===== config.mk =====
export PLATFORM = sky130hd
export DESIGN_NAME = sram_scan_ctrl
export DESIGN_NICKNAME = d
export VERILOG_FILES = /design/src/rtl/sram_scan_ctrl.sv
export SDC_FILE = /design/constraint.sdc
export NUM_CORES = 1
export LEC_CHECK = 0
export BUFFER_PORTS_ARGS = -buffer_cell sky130_fd_sc_hd__buf_2
export CAP_MARGIN = 20
export CORE_ASPECT_RATIO = 2
export CORE_UTILIZATION = 38
export DETAILED_ROUTE_END_ITERATION = 8
export PLACE_DENSITY_LB_ADDON = 0.25
export SLEW_MARGIN = 5
export SYNTH_ARGS = -nofsm -noshare
export SYNTH_HDL_FRONTEND = slang
export SYNTH_SLANG_ARGS = --single-unit

===== constraint.sdc =====
create_clock -name clk -period 34.2 [get_ports clk]
set_input_delay 1.71 -clock clk [delete_from_list [all_inputs] [get_ports clk]]
set_output_delay 1.71 -clock clk [all_outputs]
set_load 0.1 [all_outputs]

===== src/rtl/sram_scan_ctrl.sv =====
// sram_scan_ctrl: serial scan-chain controller for the OpenRAM test chip SRAM mux.
// A command frame {sel, burst_len, port0, port1..} is shifted in through scan_in
// and executed on go. Each beat issues one access per port for one cycle and then
// captures read data for one cycle. Read data can be compared against the frame din
// fields, and it can be copied back into the chain for scan-out.
//
// Ports:
//   clk, reset                      clock, async active-high reset
//   scan_en, scan_in, scan_out      serial chain shift / data
//   sram_load                       copy captured read data into chain din fields
//   go                              start the operation held in the chain
//   compare_en, err_clr             readback compare enable, clear of error state
//   busy, done                      operation in progress, end-of-operation pulse
//   mismatch, err_count             sticky compare fail, saturating error count
//   sram_sel/csb/web/wmask/addr/din macro interface outputs (registered)
//   sram_dout                       read data from the selected macro
module sram_scan_ctrl #(
  parameter int unsigned SEL_W   = 4,
  parameter int unsigned ADDR_W  = 16,
  parameter int unsigned DATA_W  = 32,
  parameter int unsigned MASK_W  = 4,
  parameter int unsigned NPORTS  = 2,
  parameter int unsigned BURST_W = 8
) (
  input  logic                       clk,
  input  logic                       reset,
  input  logic                       scan_en,
  input  logic                       scan_in,
  output logic                       scan_out,
  input  logic                       sram_load,
  input  logic                       go,
  input  logic                       compare_en,
  input  logic                       err_clr,
  output logic                       busy,
  output logic                       done,
  output logic                       mismatch,
  output logic [15:0]                err_count,
  output logic [SEL_W-1:0]           sram_sel,
  output logic [NPORTS-1:0]          sram_csb,
  output logic [NPORTS-1:0]          sram_web,
  output logic [NPORTS*MASK_W-1:0]   sram_wmask,
  output logic [NPORTS*ADDR_W-1:0]   sram_addr,
  output logic [NPORTS*DATA_W-1:0]   sram_din,
  input  logic [NPORTS*DATA_W-1:0]   sram_dout
);

  localparam int unsigned PORT_W  = ADDR_W + DATA_W + 2 + MASK_W;
  localparam int unsigned CHAIN_W = SEL_W + BURST_W + NPORTS * PORT_W;

  // Field offsets inside one port field {addr, din, csb, web, wmask}
  localparam int unsigned OffWmask = 0;
  localparam int unsigned OffWeb   = MASK_W;
  localparam int unsigned OffCsb   = MASK_W + 1;
  localparam int unsigned OffDin   = MASK_W + 2;
  localparam int unsigned OffAddr  = MASK_W + 2 + DATA_W;
  localparam int unsigned OffBurst = NPORTS * PORT_W;
  localparam int unsigned OffSel   = OffBurst + BURST_W;

  typedef enum logic [1:0] {StIdle, StIssue, StCapture} state_e;

  state_e                     state_q, state_d;
  logic [CHAIN_W-1:0]         chain_q, chain_d;
  logic [CHAIN_W-1:0]         frame_q, frame_d;
  logic [BURST_W-1:0]         beat_q, beat_d;
  logic [NPORTS*DATA_W-1:0]   dout_q, dout_d;
  logic                       mismatch_q, mismatch_d;
  logic [15:0]                err_q, err_d;
  logic                       busy_q, busy_d;
  logic                       done_q, done_d;
  logic [SEL_W-1:0]           sel_q, sel_d;
  logic [NPORTS-1:0]          csb_q, csb_d;
  logic [NPORTS-1:0]          web_q, web_d;
  logic [NPORTS*MASK_W-1:0]   wmask_q, wmask_d;
  logic [NPORTS*ADDR_W-1:0]   addr_q, addr_d;
  logic [NPORTS*DATA_W-1:0]   din_q, din_d;
  logic [1:0]                 fail_cnt;
  logic [16:0]                err_sum;

  always_comb begin
    state_d    = state_q;
    chain_d    = chain_q;
    frame_d    = frame_q;
    beat_d     = beat_q;
    dout_d     = dout_q;
    mismatch_d = mismatch_q;
    err_d      = err_q;
    done_d     = 1'b0;
    sel_d      = sel_q;
    csb_d      = '1;
    web_d      = '1;
    wmask_d    = wmask_q;
    addr_d     = addr_q;
    din_d      = din_q;
    fail_cnt   = '0;
    err_sum    = '0;

    case (state_q)
      StIdle: begin
        if (scan_en) begin
          chain_d = {chain_q[CHAIN_W-2:0], scan_in};
        end else if (go) begin
          state_d = StIssue;
          frame_d = chain_q;
          beat_d  = '0;
        end else if (sram_load) begin
          for (int unsigned p = 0; p < NPORTS; p++) begin
            chain_d[(NPORTS-1-p)*PORT_W + OffDin +: DATA_W] = dout_q[p*DATA_W +: DATA_W];
          end
        end
      end
      StIssue: state_d = StCapture;
      StCapture: begin
        for (int unsigned p = 0; p < NPORTS; p++) begin
          // Only selected read ports capture and compare
          if (!frame_q[(NPORTS-1-p)*PORT_W + OffCsb] && frame_q[(NPORTS-1-p)*PORT_W + OffWeb]) begin
            dout_d[p*DATA_W +: DATA_W] = sram_dout[p*DATA_W +: DATA_W];
            if (compare_en && (sram_dout[p*DATA_W +: DATA_W] !=
                               frame_q[(NPORTS-1-p)*PORT_W + OffDin +: DATA_W])) begin
              fail_cnt = fail_cnt + 2'd1;
            end
          end
        end
        if (beat_q == frame_q[OffBurst +: BURST_W]) begin
          state_d = StIdle;
          done_d  = 1'b1;
        end else begin
          beat_d  = beat_q + 1'b1;
          state_d = StIssue;
        end
      end
      default: state_d = StIdle;
    endcase

    err_sum = {1'b0, err_q} + 17'(fail_cnt);
    if (fail_cnt != 2'd0) begin
      mismatch_d = 1'b1;
      err_d      = err_sum[16] ? 16'hFFFF : err_sum[15:0];
    end
    // Clear wins over a coincident increment
    if (err_clr) begin
      mismatch_d = 1'b0;
      err_d      = '0;
    end

    busy_d = (state_d != StIdle);

    if (state_q == StIdle && state_d == StIssue) begin
      sel_d = frame_d[OffSel +: SEL_W];
    end

    // Outputs are registered, so they are computed from the next-state frame/beat
    if (state_d == StIssue) begin
      for (int unsigned p = 0; p < NPORTS; p++) begin
        csb_d[p]                     = frame_d[(NPORTS-1-p)*PORT_W + OffCsb];
        web_d[p]                     = frame_d[(NPORTS-1-p)*PORT_W + OffWeb];
        wmask_d[p*MASK_W +: MASK_W]  = frame_d[(NPORTS-1-p)*PORT_W + OffWmask +: MASK_W];
        din_d[p*DATA_W +: DATA_W]    = frame_d[(NPORTS-1-p)*PORT_W + OffDin +: DATA_W];
        addr_d[p*ADDR_W +: ADDR_W]   = frame_d[(NPORTS-1-p)*PORT_W + OffAddr +: ADDR_W] +
                                       ADDR_W'(beat_d);
      end
    end
  end

  always_ff @(posedge clk or posedge reset) begin
    if (reset) begin
      state_q    <= StIdle;
      chain_q    <= '0;
      frame_q    <= '0;
      beat_q     <= '0;
      dout_q     <= '0;
      mismatch_q <= 1'b0;
      err_q      <= '0;
      busy_q     <= 1'b0;
      done_q     <= 1'b0;
      sel_q      <= '0;
      csb_q      <= '1;
      web_q      <= '1;
      wmask_q    <= '0;
      addr_q     <= '0;
      din_q      <= '0;
    end else begin
      state_q    <= state_d;
      chain_q    <= chain_d;
      frame_q    <= frame_d;
      beat_q     <= beat_d;
      dout_q     <= dout_d;
      mismatch_q <= mismatch_d;
      err_q      <= err_d;
      busy_q     <= busy_d;
      done_q     <= done_d;
      sel_q      <= sel_d;
      csb_q      <= csb_d;
      web_q      <= web_d;
      wmask_q    <= wmask_d;
      addr_q     <= addr_d;
      din_q      <= din_d;
    end
  end

  assign scan_out   = chain_q[CHAIN_W-1];
  assign busy       = busy_q;
  assign done       = done_q;
  assign mismatch   = mismatch_q;
  assign err_count  = err_q;
  assign sram_sel   = sel_q;
  assign sram_csb   = csb_q;
  assign sram_web   = web_q;
  assign sram_wmask = wmask_q;
  assign sram_addr  = addr_q;
  assign sram_din   = din_q;

endmodule


==> run_results.csv, run 1 <==
group,metric,value,unit
global_route,grt_pass1_vias,13800,
logic_synthesis,yosysSeqAreaShare,0.573,
global_route,grt_pass1_wl,78400,um
clock_network,numCtsBuffers,43,
timing,max_freq,0.176,GHz
pwr,ir_worst_vdd,0.0765,mV
worst_setup_path,startpoint_type,"input pin",
clock_network,clk_latency,0.57,ns
clock_network,clockBufferDepth,3,
hold_path,hold_path.class,"reg2reg",
timing,final_max_slew_viol_count,0,
die,rows,116,
die,die_w,161,um
logic_synthesis,synth_edf_count,0,
worst_setup_path,path_class,"in2reg",
clock_network,cts_setup_buffers,0,
global_route,grt-ovfl-total,0,
die,dieArea,51600,um^2
final_layout,drive_above_1_share,0.258,
final_layout,final_nets,1998,
die,ios,204,
timing,fin_setup_tns,0,ns
logic_synthesis,syn_avg_cell_area,11.2,um^2
drt,routedWlPerCell,19.0,um
logic_synthesis,yosys_warnings,0,
global_route,antenna_found_initial,5,
drt,drtAntennaViolNets,0,
drt,firstDrtPassIters,4,
clock_network,clockRootBuffer,"clkbuf_16",
global_route,track_usage,0.195,
logic_synthesis,synth_area_leaders,"dfrtp_1 57%, mux2_2 12%, nand2_1 8.3%, mux2i_1 4.1%, xnor2_1 3.4%",
timing,hold_viol,0,
placed_design,port_buffers,203,
clock_network,post_cts_resized,0,
clock_network,cts_hold_buf,0,
logic_synthesis,synth_top_cell_by_area,"dfrtp_1",
drt,route.detailed.drc,0,
worst_setup_path,endpoint_kind,"flop",
timing,fin_crit_sh,0.166,
pwr,power,1670,uW
outcome,outcome,"complete, no violations",
timing,tightestPinTransition,0.993,ns
drt,drt_iter0_drc,785,
timing,relSlewSlack,0.338,
timing,setup_viol,0,
logic_synthesis,synth_top_area_frac,0.568,
clock_network,htree_num_levels,2,
clock_network,path_clk_slew,0.06,ns
final_layout,area_growth_syn_to_layout,16.4,%
drt,vias,13100,
worst_setup_path,cp.arrival,6.11,ns
placed_design,hpwlAfterDp,33600,um
clock_network,cts_tree,"yes",
final_layout,fillers,4775,
worst_setup_path,worstPathRequired,34.63,ns
logic_synthesis,ys_types,58,
logic_synthesis,synth_area,19300,um^2
logic_synthesis,syn_nets,1820,
global_route,grt_max_degree,168,
die,start_util,0.384,
pwr,powerDensity,74.6,nW/um^2
run,drv_cap,0,
clock_network,cts_num_sinks,441,
die,die_h,320,um
logic_synthesis,synth-seq-cells,441,
drt,viasPerCell,5.06,
timing,final.min_clock_period,5.68,ns
timing,clock_skew,0.0283,ns
timing,rsz0062_at_grt,"false",
pwr,leakagePower,0.0113,uW
worst_setup_path,cp_max_fo,14,
placed_design,gp_congestion,0.857,
logic_synthesis,netlist_instances,1725,
drt,postRouteWirelength,49300,um
die,core_area,50100,um^2
logic_synthesis,synth_flop_cell,"dfrtp_1",
logic_synthesis,async_flop_share,1.00,
worst max-delay path, stage by stage:
cell and delay, ns:
buf_2 0.13, xnor2_1 0.26, nand4_1 0.14, nor4_1 0.74, nand2_1 0.17, and2_1 0.18
ha_1 0.29, inv_1 0.04, nor2_1 0.09, a31oi_1 0.05, nor2_1 0.11, ha_1 0.17
inv_1 0.05, fa_1 0.52, nor2_1 0.20, nand3_1 0.46, and3_1 0.37, a2111oi_0 0.40
worst paths after layout:
path	to	startpoint	slack (ns)	cells after the start
setup / recovery	err_count[3]	sram_dout[22]	28.52	18
hold / removal	frame_q[3]	frame_q[3]	0.47	2
setup reg to reg	err_count[3]	frame_q[60]	29.40	17
hold reg to reg	frame_q[3]	frame_q[3]	0.47	2
max in group asynchronous	chain_q[25]	reset	30.66	5
min in group asynchronous	sram_din[12]	reset	1.29	2
power by group:
part	internal (uW)	total (uW)	switching [uW]
registers	617	677	59.9
clock network	290	494	204
logic	128	501	373
total	1030	1670	637
per-stage QoR:
stage	hold WS [ns]	cell area, um^2	setup slack, ns	util	instances
after detailed placement	0.458	20900	27.94	0.418	2506
after global placement	0.453	20900	28.00	0.418	2505
after floorplan	0.436	19300	20.21	-	1725
final	0.472	22400	28.52	0.448	2587
after global routing	0.491	22400	28.03	0.448	2587
after CTS	0.474	22400	28.52	0.447	2583
registers in the layout (all words and copies together), names as in the netlist:
signal / flops
dout_q: 64
sram_csb: 2
sram_wmask: 8
state_q: 2
beat_q: 8
chain_q: 120
frame_q: 116
sram_web: 2
sram_addr: 32
sram_din: 64
busy: 1
mismatch: 1
done: 1
err_count: 16
sram_sel: 4
cells in the mapped netlist, types with 3 or more instances:
library cell and instances:
dfstp_2 4, dfrtp_1 437, a31oi_1 3, and3_1 11, or3_1 4, a211oi_1 10
buf_2 5, inv_1 32, o21bai_1 3, a21oi_1 35, nor2_1 52, a21o_1 5
nand4_1 25, buf_1 13, a2111o_1 3, nand3_1 15, nor3_1 17, nor4_1 8
o31ai_1 6, xnor2_1 75, o21a_1 4, a311oi_1 3, o21ai_1 5, and2_1 8
clkbuf_1 67, o2111ai_1 3, ha_1 20, a2111oi_0 3, o21ai_0 85, xor2_1 19
nand2b_1 7, fa_1 3, nor2b_1 8, nand2_1 425, o211ai_1 3, mux2i_1 78
mux2_2 198
kinds of logic (layout without fill, tap and decap cells):
logic type,after synthesis,after routing,share of synthesized area
AND/OR/NAND/NOR,591,591,0.131
buffers and inverters,119,329,0.0237
AO/OA/AOI/OAI,180,180,0.0565
multiplexers,277,277,0.157
adder cells (fa/ha/maj),23,23,0.0161
other,0,3,0
flip-flops,441,441,0.573
XOR/XNOR,94,94,0.0428
cell usage in the layout, fill, tap and decap left out, types with 4 or more instances in the layout:
cell and n:
nor2_1 51, o31ai_1 6, inv_1 31, buf_4 14
nor2b_1 8, mux2i_1 78, nand2_1 425, clkbuf_16 43
a21o_1 5, a21oi_1 34, buf_2 202, o21a_1 4
nand4_1 25, nand3_1 15, and2_1 7, clkinv_2 5
nor4_1 8, clkbuf_8 9, nor3_1 17, nand2b_1 7
xnor2_1 75, o21ai_0 84, or3_1 4, clkbuf_1 13
xor2_1 19, and3_1 11, bufinv_16 5, ha_1 20
dfstp_2 4, dfrtp_1 437, o21ai_1 5, a211oi_1 10
mux2_2 198
per-layer routing:
layer	share of wire	GRT usage	up-vias
met5	0.00055	0	-
met2	0.53	0.355	275
met3	0.037	0.0273	81
met1	0.39	0.225	6534
li1	-	-	6193
met4	0.037	0.0874	4
layout make-up:
type	instances	area (um^2)	share of cell area
flip-flops and latches	441	11000	0.493
multi-input cells	1165	7790	0.348
clock buffers	65	1250	0.0557
repair buffers	219	1180	0.0528
well taps	649	812	0.0362
clock inverters	12	195	0.00871
inverters	33	134	0.00597
diodes	3	7.51	0.000335
(Power assumes the default switching activity.)
==> run 2: changes to the inputs <==
- clock period: 34.2 -> 5.5 ns (I/O delays scaled with it)
==> run_results.csv, run 2 (synthesized netlist as in run 1, its figures left out) <==
group,metric,value,unit
outcome,outcome,"complete, no violations",
worst_setup_path,worstPathRequired,5.95,ns
run,drv_cap,0,
hold_path,hold_path.class,"in2reg",
placed_design,port_buffers,203,
final_layout,final_nets,2060,
die,ios,204,
timing,setup_viol,0,
die,die_w,161,um
final_layout,design_area,22900,um^2
global_route,grt_pass1_vias,14200,
drt,postRouteWirelength,50600,um
final_layout,largest_reg_flops,120,
die,start_util,0.384,
timing,relSlewSlack,0.337,
worst_setup_path,endpoint_kind,"flop",
placed_design,gp_congestion,0.859,
worst_setup_path,cp.arrival,4.98,ns
die,core_area,50100,um^2
final_layout,drive_above_1_share,0.251,
timing,whs,0.0283,ns
global_route,grt-ovfl-total,0,
global_route,grt_max_degree,167,
pwr,power,10300,uW
timing,rsz0062_at_grt,"false",
final_layout,layout_commonest_cell,"dfrtp_1",
timing,fin_crit_sh,0.824,
final_layout,top_register,"chain_q",
final_layout,seq_area,11000,um^2
drt,firstDrtPassIters,5,
clock_network,clk_latency,0.55,ns
clock_network,path_clk_slew,0.07,ns
clock_network,cts_num_sinks,441,
placed_design,hpwlAfterDp,34300,um
final_layout,multi_input_area,7790,um^2
pwr,powerDensity,447,nW/um^2
global_route,grt_pass1_wl,79800,um
die,dieArea,51600,um^2
clock_network,clockBufferDepth,3,
worst_setup_path,cp_max_fo,10,
timing,hold_viol,0,
drt,viasPerCell,5.02,
clock_network,numCtsBuffers,41,
drt,drtAntennaViolNets,0,
drt,routedWlPerCell,19.1,um
clock_network,post_cts_resized,0,
final_layout,top_regs,"chain_q: 120 flops, frame_q: 116 flops",
final_layout,fillers,4701,
worst_setup_path,path_class,"in2reg",
timing,tightestPinTransition,0.995,ns
pwr,ir_worst_vdd,0.468,mV
clock_network,cts_tree,"yes",
timing,final.min_clock_period,4.53,ns
clock_network,cts_setup_buffers,0,
timing,final_max_slew_viol_count,0,
global_route,antenna_found_initial,1,
timing,max_freq,0.221,GHz
worst_setup_path,startpoint_type,"input pin",
drt,vias,13300,
drt,drt_iter0_drc,836,
global_route,track_usage,0.199,
clock_network,clockRootBuffer,"clkbuf_16",
final_layout,area_growth_syn_to_layout,19.1,%
pwr,leakagePower,0.0115,uW
die,die_h,320,um
clock_network,htree_num_levels,2,
die,rows,116,
timing,clock_skew,0.0136,ns
placed_design,place_area,21000,um^2
final_layout,layout_common_cells,"437 x dfrtp_1, 425 x nand2_1, 202 x buf_2",
drt,route.detailed.drc,0,
run 2: layout make-up:
type                            count  area share
Clock inverter                     10     0.00480
Inverter                           33     0.00568
Clock buffer                       63      0.0527
Tap cell                          649      0.0354
Antenna cell                        1    0.000109
Timing Repair Buffer              283      0.0798
Multi-Input combinational cell   1165       0.340
Sequential cell                   441       0.482
run 2: what timing repair did:
item / in CTS / in global routing
hold buffers: 59 / 0
endpoints found under the hold margin: 90 / 0
endpoints found under the setup margin: 0 / 0
run 2: routing by layer:
| layer | GRT usage | up-vias | part of all wire |
|---|---|---|---|
| li1 | - | 6305 | - |
| met4 | 0.0600 | 0 | 0.024 |
| met2 | 0.385 | 266 | 0.56 |
| met5 | 0 | - | 0 |
| met3 | 0.0211 | 57 | 0.030 |
| met1 | 0.225 | 6648 | 0.39 |
run 2: where the power goes:
part	internal [uW]	switching [uW]	leakage [uW]
Clock	1610	1270	0.000648
Sequential	3830	374	0.00595
Combinational	831	2340	0.00489
Total	6270	3980	0.0115
run 2: per-stage QoR:
| step | utilization | std cells | TNS (ns) | setup slack (ns) |
|---|---|---|---|---|
| final | 0.458 | 2645 | 0 | 0.968 |
| after global routing | 0.458 | 2644 | 0 | 0.690 |
| after CTS | 0.458 | 2644 | 0 | 0.902 |
| after detailed placement | 0.420 | 2512 | 0 | 0.929 |
| after global placement | 0.420 | 2512 | 0 | 0.910 |
| after floorplan | - | 1725 | -319.43 | -0.731 |
run 2: path summary, 6_finish.rpt:
path | startpoint | endpoint | slack [ns] | cells after the start
min in group asynchronous | reset | sram_din[10] | 0.43 | 3
max reg2reg | frame_q[80] | err_count[7] | 1.03 | 18
max in group asynchronous | reset | beat_q[5] | 3.63 | 4
max | sram_dout[20] | err_count[7] | 0.97 | 20
min | sram_dout[35] | dout_q[35] | 0.03 | 2
min reg2reg | frame_q[2] | frame_q[2] | 0.47 | 2
run 2: critical path, cell delays in order:
cell and delay, ns:
dlygate4sd3_1 0.56, buf_2 0.15, xnor2_1 0.27, nand4_1 0.17
nor4_1 0.73, nand2_1 0.16, and2_1 0.18, ha_1 0.29
inv_1 0.04, nor2_1 0.09, a31oi_1 0.05, nor2_1 0.11
ha_1 0.18, inv_1 0.06, fa_1 0.52, nor2_1 0.20
nand3_1 0.30, nor2b_1 0.24, a21o_1 0.17, a221oi_1 0.24
